### src/rtl/mem_port_arbiter.sv
// rtl/mem_port_arbiter.sv - round-robin arbiter sharing one synchronous memory port
// between instruction fetch and load/store, with a saturating conflict counter.
module mem_port_arbiter #(
  parameter int ADDR_W = 32,
  parameter int DATA_W = 32,
  parameter int CNT_W  = 16
) (
  input  logic                clk,
  input  logic                reset,
  input  logic                if_req,
  input  logic [ADDR_W-1:0]   if_addr,
  output logic                if_gnt,
  output logic                if_rvalid,
  output logic [DATA_W-1:0]   if_rdata,
  input  logic                ls_req,
  input  logic                ls_we,
  input  logic [ADDR_W-1:0]   ls_addr,
  input  logic [DATA_W-1:0]   ls_wdata,
  input  logic [DATA_W/8-1:0] ls_be,
  output logic                ls_gnt,
  output logic                ls_rvalid,
  output logic [DATA_W-1:0]   ls_rdata,
  output logic                mem_en,
  output logic                mem_wren,
  output logic [ADDR_W-1:0]   mem_addr,
  output logic [DATA_W-1:0]   mem_wdata,
  output logic [DATA_W/8-1:0] mem_be,
  input  logic [DATA_W-1:0]   mem_rdata,
  output logic [CNT_W-1:0]    conflict_cnt
);

  typedef enum logic [1:0] {
    IDLE    = 2'd0,
    IF_RESP = 2'd1,
    LS_RESP = 2'd2
  } state_t;

  state_t              state_q, state_d;
  logic                last_ls_q, last_ls_d;
  logic [DATA_W-1:0]   if_hold_q, if_hold_d;
  logic [DATA_W-1:0]   ls_hold_q, ls_hold_d;
  logic [CNT_W-1:0]    conflict_cnt_q, conflict_cnt_d;

  logic both_req;
  logic win_ls;

  assign both_req     = if_req & ls_req;
  assign win_ls       = both_req ? ~last_ls_q : ls_req;
  assign conflict_cnt = conflict_cnt_q;

  always_ff @(posedge clk) begin
    if (reset) begin
      state_q        <= IDLE;
      last_ls_q      <= 1'b0;
      if_hold_q      <= '0;
      ls_hold_q      <= '0;
      conflict_cnt_q <= '0;
    end else begin
      state_q        <= state_d;
      last_ls_q      <= last_ls_d;
      if_hold_q      <= if_hold_d;
      ls_hold_q      <= ls_hold_d;
      conflict_cnt_q <= conflict_cnt_d;
    end
  end

  always_comb begin
    state_d        = state_q;
    last_ls_d      = last_ls_q;
    if_hold_d      = if_hold_q;
    ls_hold_d      = ls_hold_q;
    conflict_cnt_d = conflict_cnt_q;
    if_gnt         = 1'b0;
    ls_gnt         = 1'b0;
    if_rvalid      = 1'b0;
    ls_rvalid      = 1'b0;
    if_rdata       = if_hold_q;
    ls_rdata       = ls_hold_q;
    mem_en         = 1'b0;
    mem_wren       = 1'b0;
    mem_addr       = '0;
    mem_wdata      = '0;
    mem_be         = '0;

    // Outputs are forced quiet while reset is held so an in-flight read is dropped.
    if (reset) begin
      if_rdata = '0;
      ls_rdata = '0;
    end else begin
      case (state_q)
        IDLE: begin
          if (if_req || ls_req) begin
            mem_en    = 1'b1;
            last_ls_d = win_ls;
            if (both_req && (conflict_cnt_q != {CNT_W{1'b1}})) begin
              conflict_cnt_d = conflict_cnt_q + {{(CNT_W-1){1'b0}}, 1'b1};
            end
            if (win_ls) begin
              ls_gnt   = 1'b1;
              mem_addr = ls_addr;
              if (ls_we) begin
                mem_wren  = 1'b1;
                mem_wdata = ls_wdata;
                mem_be    = ls_be;
              end else begin
                state_d = LS_RESP;
              end
            end else begin
              if_gnt   = 1'b1;
              mem_addr = if_addr;
              state_d  = IF_RESP;
            end
          end
        end
        IF_RESP: begin
          if_rvalid = 1'b1;
          if_rdata  = mem_rdata;
          if_hold_d = mem_rdata;
          state_d   = IDLE;
        end
        LS_RESP: begin
          ls_rvalid = 1'b1;
          ls_rdata  = mem_rdata;
          ls_hold_d = mem_rdata;
          state_d   = IDLE;
        end
        default: state_d = IDLE;
      endcase
    end
  end

endmodule

### config.mk
export PLATFORM = sky130hd
export DESIGN_NAME = mem_port_arbiter
export DESIGN_NICKNAME = d
export VERILOG_FILES = /design/src/rtl/mem_port_arbiter.sv
export SDC_FILE = /design/constraint.sdc
export NUM_CORES = 1
export LEC_CHECK = 0
export BUFFER_PORTS_ARGS = -buffer_cell sky130_fd_sc_hd__clkbuf_2
export CORE_AREA = 2 2 113 115
export CTS_CLUSTER_SIZE = 12
export DETAILED_ROUTE_END_ITERATION = 7
export DIE_AREA = 0 0 115 117
export GPL_TIMING_DRIVEN = 0
export PLACE_DENSITY = 0.68
export SLEW_MARGIN = 10
export SYNTH_ARGS = -nofsm -noshare
export SYNTH_HDL_FRONTEND = slang
export SYNTH_SLANG_ARGS = --single-unit
### constraint.sdc
create_clock -name clk -period 1.75 [get_ports clk]
set_clock_uncertainty 0.1 [all_clocks]
set_input_delay 0.2625 -clock clk [delete_from_list [all_inputs] [get_ports clk]]
set_output_delay 0.2625 -clock clk [all_outputs]
set_load 0.02 [all_outputs]
==> results of run 1 <==
[through the flow]
step	hold WS [ps]	worst slack [ps]	power, mW	util
after floorplan	278.6	-25.96	2.596	-
after global placement	346.6	-951.9	2.998	0.4769
after detailed placement	353.1	-949.0	3.005	0.4769
after CTS	63.73	-335.5	5.204	0.5908
after global routing	73.08	-370.9	5.437	0.6055
final	70.95	-292.9	5.227	0.6055
[power groups by stage]
stage / clock network [mW] / logic (mW) / registers, mW
5_1_grt: 2.07 / 1.38 / 1.99
4_1_cts: 1.99 / 1.24 / 1.98
2_1_floorplan: 0 / 0.578 / 2.02
3_5_place_dp: 0 / 0.985 / 2.02
3_3_place_gp: 0 / 0.980 / 2.02
6_report: 1.96 / 1.29 / 1.98
[cells by family (layout without fill, tap and decap cells)]
| kind of cell | count (synthesis) | after routing | share of synthesized area |
|---|---|---|---|
| flops | 83 | 83 | 0.4212 |
| mux | 10 | 10 | 0.02823 |
| simple gates | 296 | 296 | 0.3416 |
| compound gates | 118 | 118 | 0.1551 |
| buf+inv | 50 | 372 | 0.05074 |
| fa+ha+maj | 1 | 1 | 0.003171 |
[registers in the layout (all words and copies together), names as in the netlist]
register	flops
last_ls_q	1
conflict_cnt	16
state_q	2
if_hold_q	32
ls_hold_q	32
[worst paths after layout]
kind                                      from                            end  slack, ps  depth (start not counted)
setup / recovery       state_q[1]$_SDFFE_PP0P_                  mem_wdata[22]       -290                          6
hold reg to reg         last_ls_q$_SDFFE_PP0N_         last_ls_q$_SDFFE_PP0N_        350                          1
setup reg to reg  conflict_cnt[0]$_SDFFE_PP0P_  conflict_cnt[12]$_SDFFE_PP0P_        -40                          6
hold / removal                   mem_rdata[22]          ls_hold_q[22]$_DFF_P_         70                          3
[repair_timing]
item                                    CTS  global route
cloned                                    7             0
endpoints found under the setup margin  214           148
setup buffers                             9             5
resized for setup                       278            65
pin swaps                                13            21
[routing by layer]
| metal | wire length, microns | track usage |
|---|---|---|
| met4 | 457 | 0.08514 |
| met3 | 1102 | 0.06488 |
| met2 | 8892 | 0.4239 |
| met1 | 6669 | 0.2812 |
| met5 | 0 | 0 |
[cell usage after synthesis, types with 3 or more instances]
library cell | number | area (sq um)
a21oi_1 | 107 | 535.5
or3_1 | 3 | 18.77
clkbuf_1 | 38 | 142.6
mux2_2 | 8 | 90.09
or4_1 | 3 | 22.52
nand2_1 | 199 | 747.0
o31ai_1 | 4 | 30.03
nor2b_1 | 11 | 68.82
nand4_1 | 5 | 31.28
dfxtp_1 | 83 | 1662
buf_1 | 6 | 22.52
nand2b_1 | 3 | 18.77
nor2_1 | 15 | 56.30
nand3_1 | 4 | 20.02
inv_1 | 3 | 11.26
and3_1 | 37 | 231.5
[worst register-to-register path, delay by kind of cell, from the launching register on]
kind / cells / cell delay, ps
buf+inv: 1 / 140
flops: 1 / 380
compound gates: 2 / 330
simple gates: 2 / 610
fa+ha+maj: 1 / 150
[layout make-up]
class	count	area, sq um
fillers	1087	4857
multi-input cells	425	2594
repair buffers	310	2240
flip-flops and latches	83	1687
plain buffers	43	431.7
clock buffers	11	242.7
well taps	150	187.7
clock inverters	5	61.31
inverters	3	11.26
==> results.yml, run 1 <==
status:
  outcome: "complete, but fails checks"
  violations: "negative setup slack"
timing:
  max_freq_mhz: 489.5
  setup_tns_ps: -31200
  slew_viol_final: 0
  setup_viol: 140
  setup_slack_ps: -292.9
  hold_viol: 0
  rsz0062_at_grt: "true"
  period_share: 1.167
  fin_crit_ps: 2043
  max_slew_margin: 0.6504
  tightest_slew_ps: 520.4
pwr:
  swShare: 0.2932
  p_per_area_nw_per_um2: 701.1
  seqPwrFrac: 0.379
  switchingPower_mw: 1.532
  p_comb_frac: 0.247
  power.leakage_nw: 3.386
  ir_drop_uv: 457.3
  clockPowerShare: 0.374
  internal_power_mw: 3.694
synthesis:
  ys_warn_count: 0
  synth_seq_cells: 83
  netlist_area_sq_um: 3945
  yosysUniqueCellTypes: 40
  syn_nets: 696
  synth_top_flop_cell: "dfxtp_1"
  ys_seq_area_frac: 0.4212
  ys_async_sr_fraction: 0
  netlist_instances: 558
  postSynthAreaPerCell_sq_um: 7.070
  synth_edf_count: 0
critical_path:
  path_buf_inv: 3
  end_kind: "output pin"
  critPathArrivalTime_ps: 1680
  cp_common_cell: "buf_8"
  slowest_stage: "dfxtp_4"
  crit_chain: "nor2_4 -> and4b_2 -> buf_8 -> buf_8 -> and3_4 -> buf_8"
  critPathMaxFanout: 7
  path_class: "register to output pin"
  critPathLaunchType: "register"
  worstPathRequired_ps: 1390
  cpPeakStageDelay_ps: 380
  crit_family: "simple AND/OR/NAND/NOR gates"
grt:
  grt_pass1_wl_microns: 24790
  grt-ovfl-total: 0
  antenna_found_initial: 0
  track_usage: 0.2402
  grt_start_max_net_pins: 15
  grt_pass1_vias: 4626
place:
  dp.cells: 997
  dp_hpwl_microns: 12640
  dpl_cell_area_sq_um: 5872
  place_congestion: 0.8688
  port-buffer-count: 289
layout:
  final_cell_mix: "nand2_1, clkbuf_2, a21oi_2, dfxtp_1, clkbuf_8"
  layout-drive-gt1-share: 0.5761
  nets: 1013
  area_growth_pct: 88.96
  final_area_sq_um: 7455
  layout.cells.non_filler: 1030
  insertedDiodeCount: 0
floorplan:
  pin_count: 291
  die_h_microns: 117
  die_w_microns: 115
  dieArea_sq_um: 13460
  rows: 41
  core-area_sq_um: 12310
  initial_utilization: 0.3204
routing:
  routed_wl_microns: 17120
  drt-wirelength-per-cell_microns: 16.62
  num_vias: 5098
  firstDrtPassIters: 4
  drt_iter0_drc: 246
  vias_per_cell: 4.950
  postRouteAntennaNets: 0
  drc_errors: 0
clocking:
  clock_latency_ps: 340
  numCtsBuffers: 9
  clockRootBuffer: "clkbuf_16"
  cts_tree: "done"
  cts_hold_buf: 0
  path_clk_slew_ps: 60
  h-tree-depth: 3
  clock_path_buffers: 2
  clkSinkCount: 83
worst_hold_path:
  hold_path.class: "input port to register"
run:
  maxCapViolCount: 0
(Power assumes the default switching activity.)
==> run 2, diff against run 1 <==
GPL_TIMING_DRIVEN = 1   (was 0)
SKIP_LAST_GASP = 1   (was unset)
==> run 2 against run 1 <==
Effect of this change: the flow still finishes with violations (negative setup slack); count of clock-buffer cells in the layout decreased by 1; sequential share of layout area decreased by 0.56 points; maximum frequency decreased by 3.1%; register-to-register slack got worse by 40 ps; combinational power increased by 4%; critical path type unchanged.
==> results.yml, run 2 (same netlist as run 1, synthesis figures left out) <==
place:
  dpl_cell_area_sq_um: 6151
  place_congestion: 0.8718
  preCtsSetupSlack_ps: -85.62
  dp.cells: 994
  port-buffer-count: 290
  dp_hpwl_microns: 11930
grt:
  grt-ovfl-total: 0
  antenna_found_initial: 1
  met3_usage: 0.05922
  track_usage: 0.2268
  top_usage_layer: "met2"
  grt_start_max_net_pins: 83
  grt_pass1_vias: 4466
  met2_usage: 0.3957
  grt_pass1_wl_microns: 23580
  grt_use_met1: 0.2736
worst_hold_path:
  min_from: "reset"
  hold_end: "last_ls_q$_SDFFE_PP0N_"
  hold_path.class: "input port to register"
  min_path_cells: 2
run:
  maxCapViolCount: 0
critical_path:
  crit_chain: "buf_6 -> and2b_4 -> buf_12 -> buf_16 -> nand2_4 -> a21oi_2 -> clkbuf_8"
  end_kind: "output pin"
  worstPathRequired_ps: 1390
  slowest_stage: "dfxtp_4"
  rr_startpoint: "state_q[0]$_SDFFE_PP0P_"
  worstReg2RegEnd: "conflict_cnt[15]$_SDFFE_PP0P_"
  r2r_cells: 6
  reg2reg_setup_slack_ps: -80
  critPathLaunchType: "register"
  path_class: "register to output pin"
  cpPeakStageDelay_ps: 350
  critPathArrivalTime_ps: 1750
  critPathMaxFanout: 8
pwr:
  p_per_area_nw_per_um2: 695.6
  ir_drop_uv: 490.5
  p_total_mw: 5.292
  power.leakage_nw: 3.547
timing:
  whs_ps: 68.48
  setup_viol: 148
  slew_viol_final: 0
  hold_viol: 0
  max_freq_mhz: 474.3
  setup_tns_ps: -37690
  period_share: 1.205
  rsz0062_at_grt: "true"
  max_slew_margin: 0.6542
  fin_crit_ps: 2109
  tightest_slew_ps: 518.6
  setup_slack_ps: -358.6
routing:
  firstDrtPassIters: 4
  drt_iter0_drc: 336
  num_vias: 5139
  vias_per_cell: 4.975
  postRouteAntennaNets: 0
  routed_wl_microns: 17830
  drt-wirelength-per-cell_microns: 17.26
  drc_errors: 0
layout:
  final_area_sq_um: 7609
  final_cell_mix: "nand2_1, clkbuf_2, buf_4, dfxtp_1, a21oi_2"
  postLayoutCoreUtil: 0.6180
  layout-drive-gt1-share: 0.5850
  nets: 1015
  final_common_cell: "nand2_1"
  area_growth_pct: 92.86
  layout.cells.non_filler: 1033
floorplan:
  dieArea_sq_um: 13460
  pin_count: 291
  die_w_microns: 115
  core-area_sq_um: 12310
  rows: 41
  initial_utilization: 0.3204
  die_h_microns: 117
clocking:
  cts_hold_buf: 0
  numCtsBuffers: 9
  clock_path_buffers: 2
  clockRootBuffer: "clkbuf_16"
  path_clk_slew_ps: 60
  h-tree-depth: 3
  clock_latency_ps: 330
  cts_tree: "done"
  clkSinkCount: 83
status:
  outcome: "complete, but fails checks"
  violations: "negative setup slack"
==> run 2: cell count changes in the layout (fill, tap and decap cells not counted), moves of 12 or more <==
cell / change
clkbuf_2: -14
buf_8: -16
clkbuf_8: -37
buf_6: +24
a21oi_2: -19
a21oi_4: +12
buf_4: +64
clkbuf_4: -37
==> run 2: metal layers <==
metal	vias up	part of all wire
met5	-	0
met4	0	0.025
met3	21	0.052
met2	173	0.52
met1	2437	0.40
li1	2508	-
==> run 2: worst max path at each step <==
stage                                       startpoint                             to  slack [ps]  depth (start not counted)
after floorplan                                  reset                    if_rdata[7]         -30                          4
final                          state_q[0]$_SDFFE_PP0P_                   ls_rdata[14]        -360                          7
after global routing           state_q[0]$_SDFFE_PP0P_                    ls_rdata[3]        -410                          7
after global placement                          if_req   conflict_cnt[7]$_SDFFE_PP0P_         -40                          5
after detailed placement  conflict_cnt[0]$_SDFFE_PP0P_  conflict_cnt[14]$_SDFFE_PP0P_         -90                          5
after CTS                      state_q[0]$_SDFFE_PP0P_                   ls_rdata[23]        -330                          7
==> run 2: repair_timing <==
action / 4_1_cts / 5_1_grt
endpoints found under the setup margin: 141 / 152
gates resized for setup: 62 / 259
pin swaps: 4 / 27
gates cloned: 3 / 8
endpoints found under the hold margin: 0 / 0
setup buffers: 2 / 9
==> run 2: layout make-up <==
class                      instances  area, sq um
sequential                        83         1679
multi-input combinational        426         2711
timing repair buffer             354         2706
tap                              150        187.7
fill                            1067         4703
inverter                           3        11.26
clock inverter                     6        71.32
antenna                            1        2.502
clock buffer                      10        239.0
==> run 2: where the power goes <==
group / internal [mW] / switching, mW
Clock: 1.16 / 0.813
Combinational: 0.595 / 0.747
Sequential: 1.95 / 0.0208
Total: 3.71 / 1.58
==> run 2: critical path: cells and delay by family, from the launching register on <==
family / cells / cell delay (ps)
compound gates: 1 / 150
simple gates: 2 / 320
flops: 1 / 350
buf+inv: 4 / 560
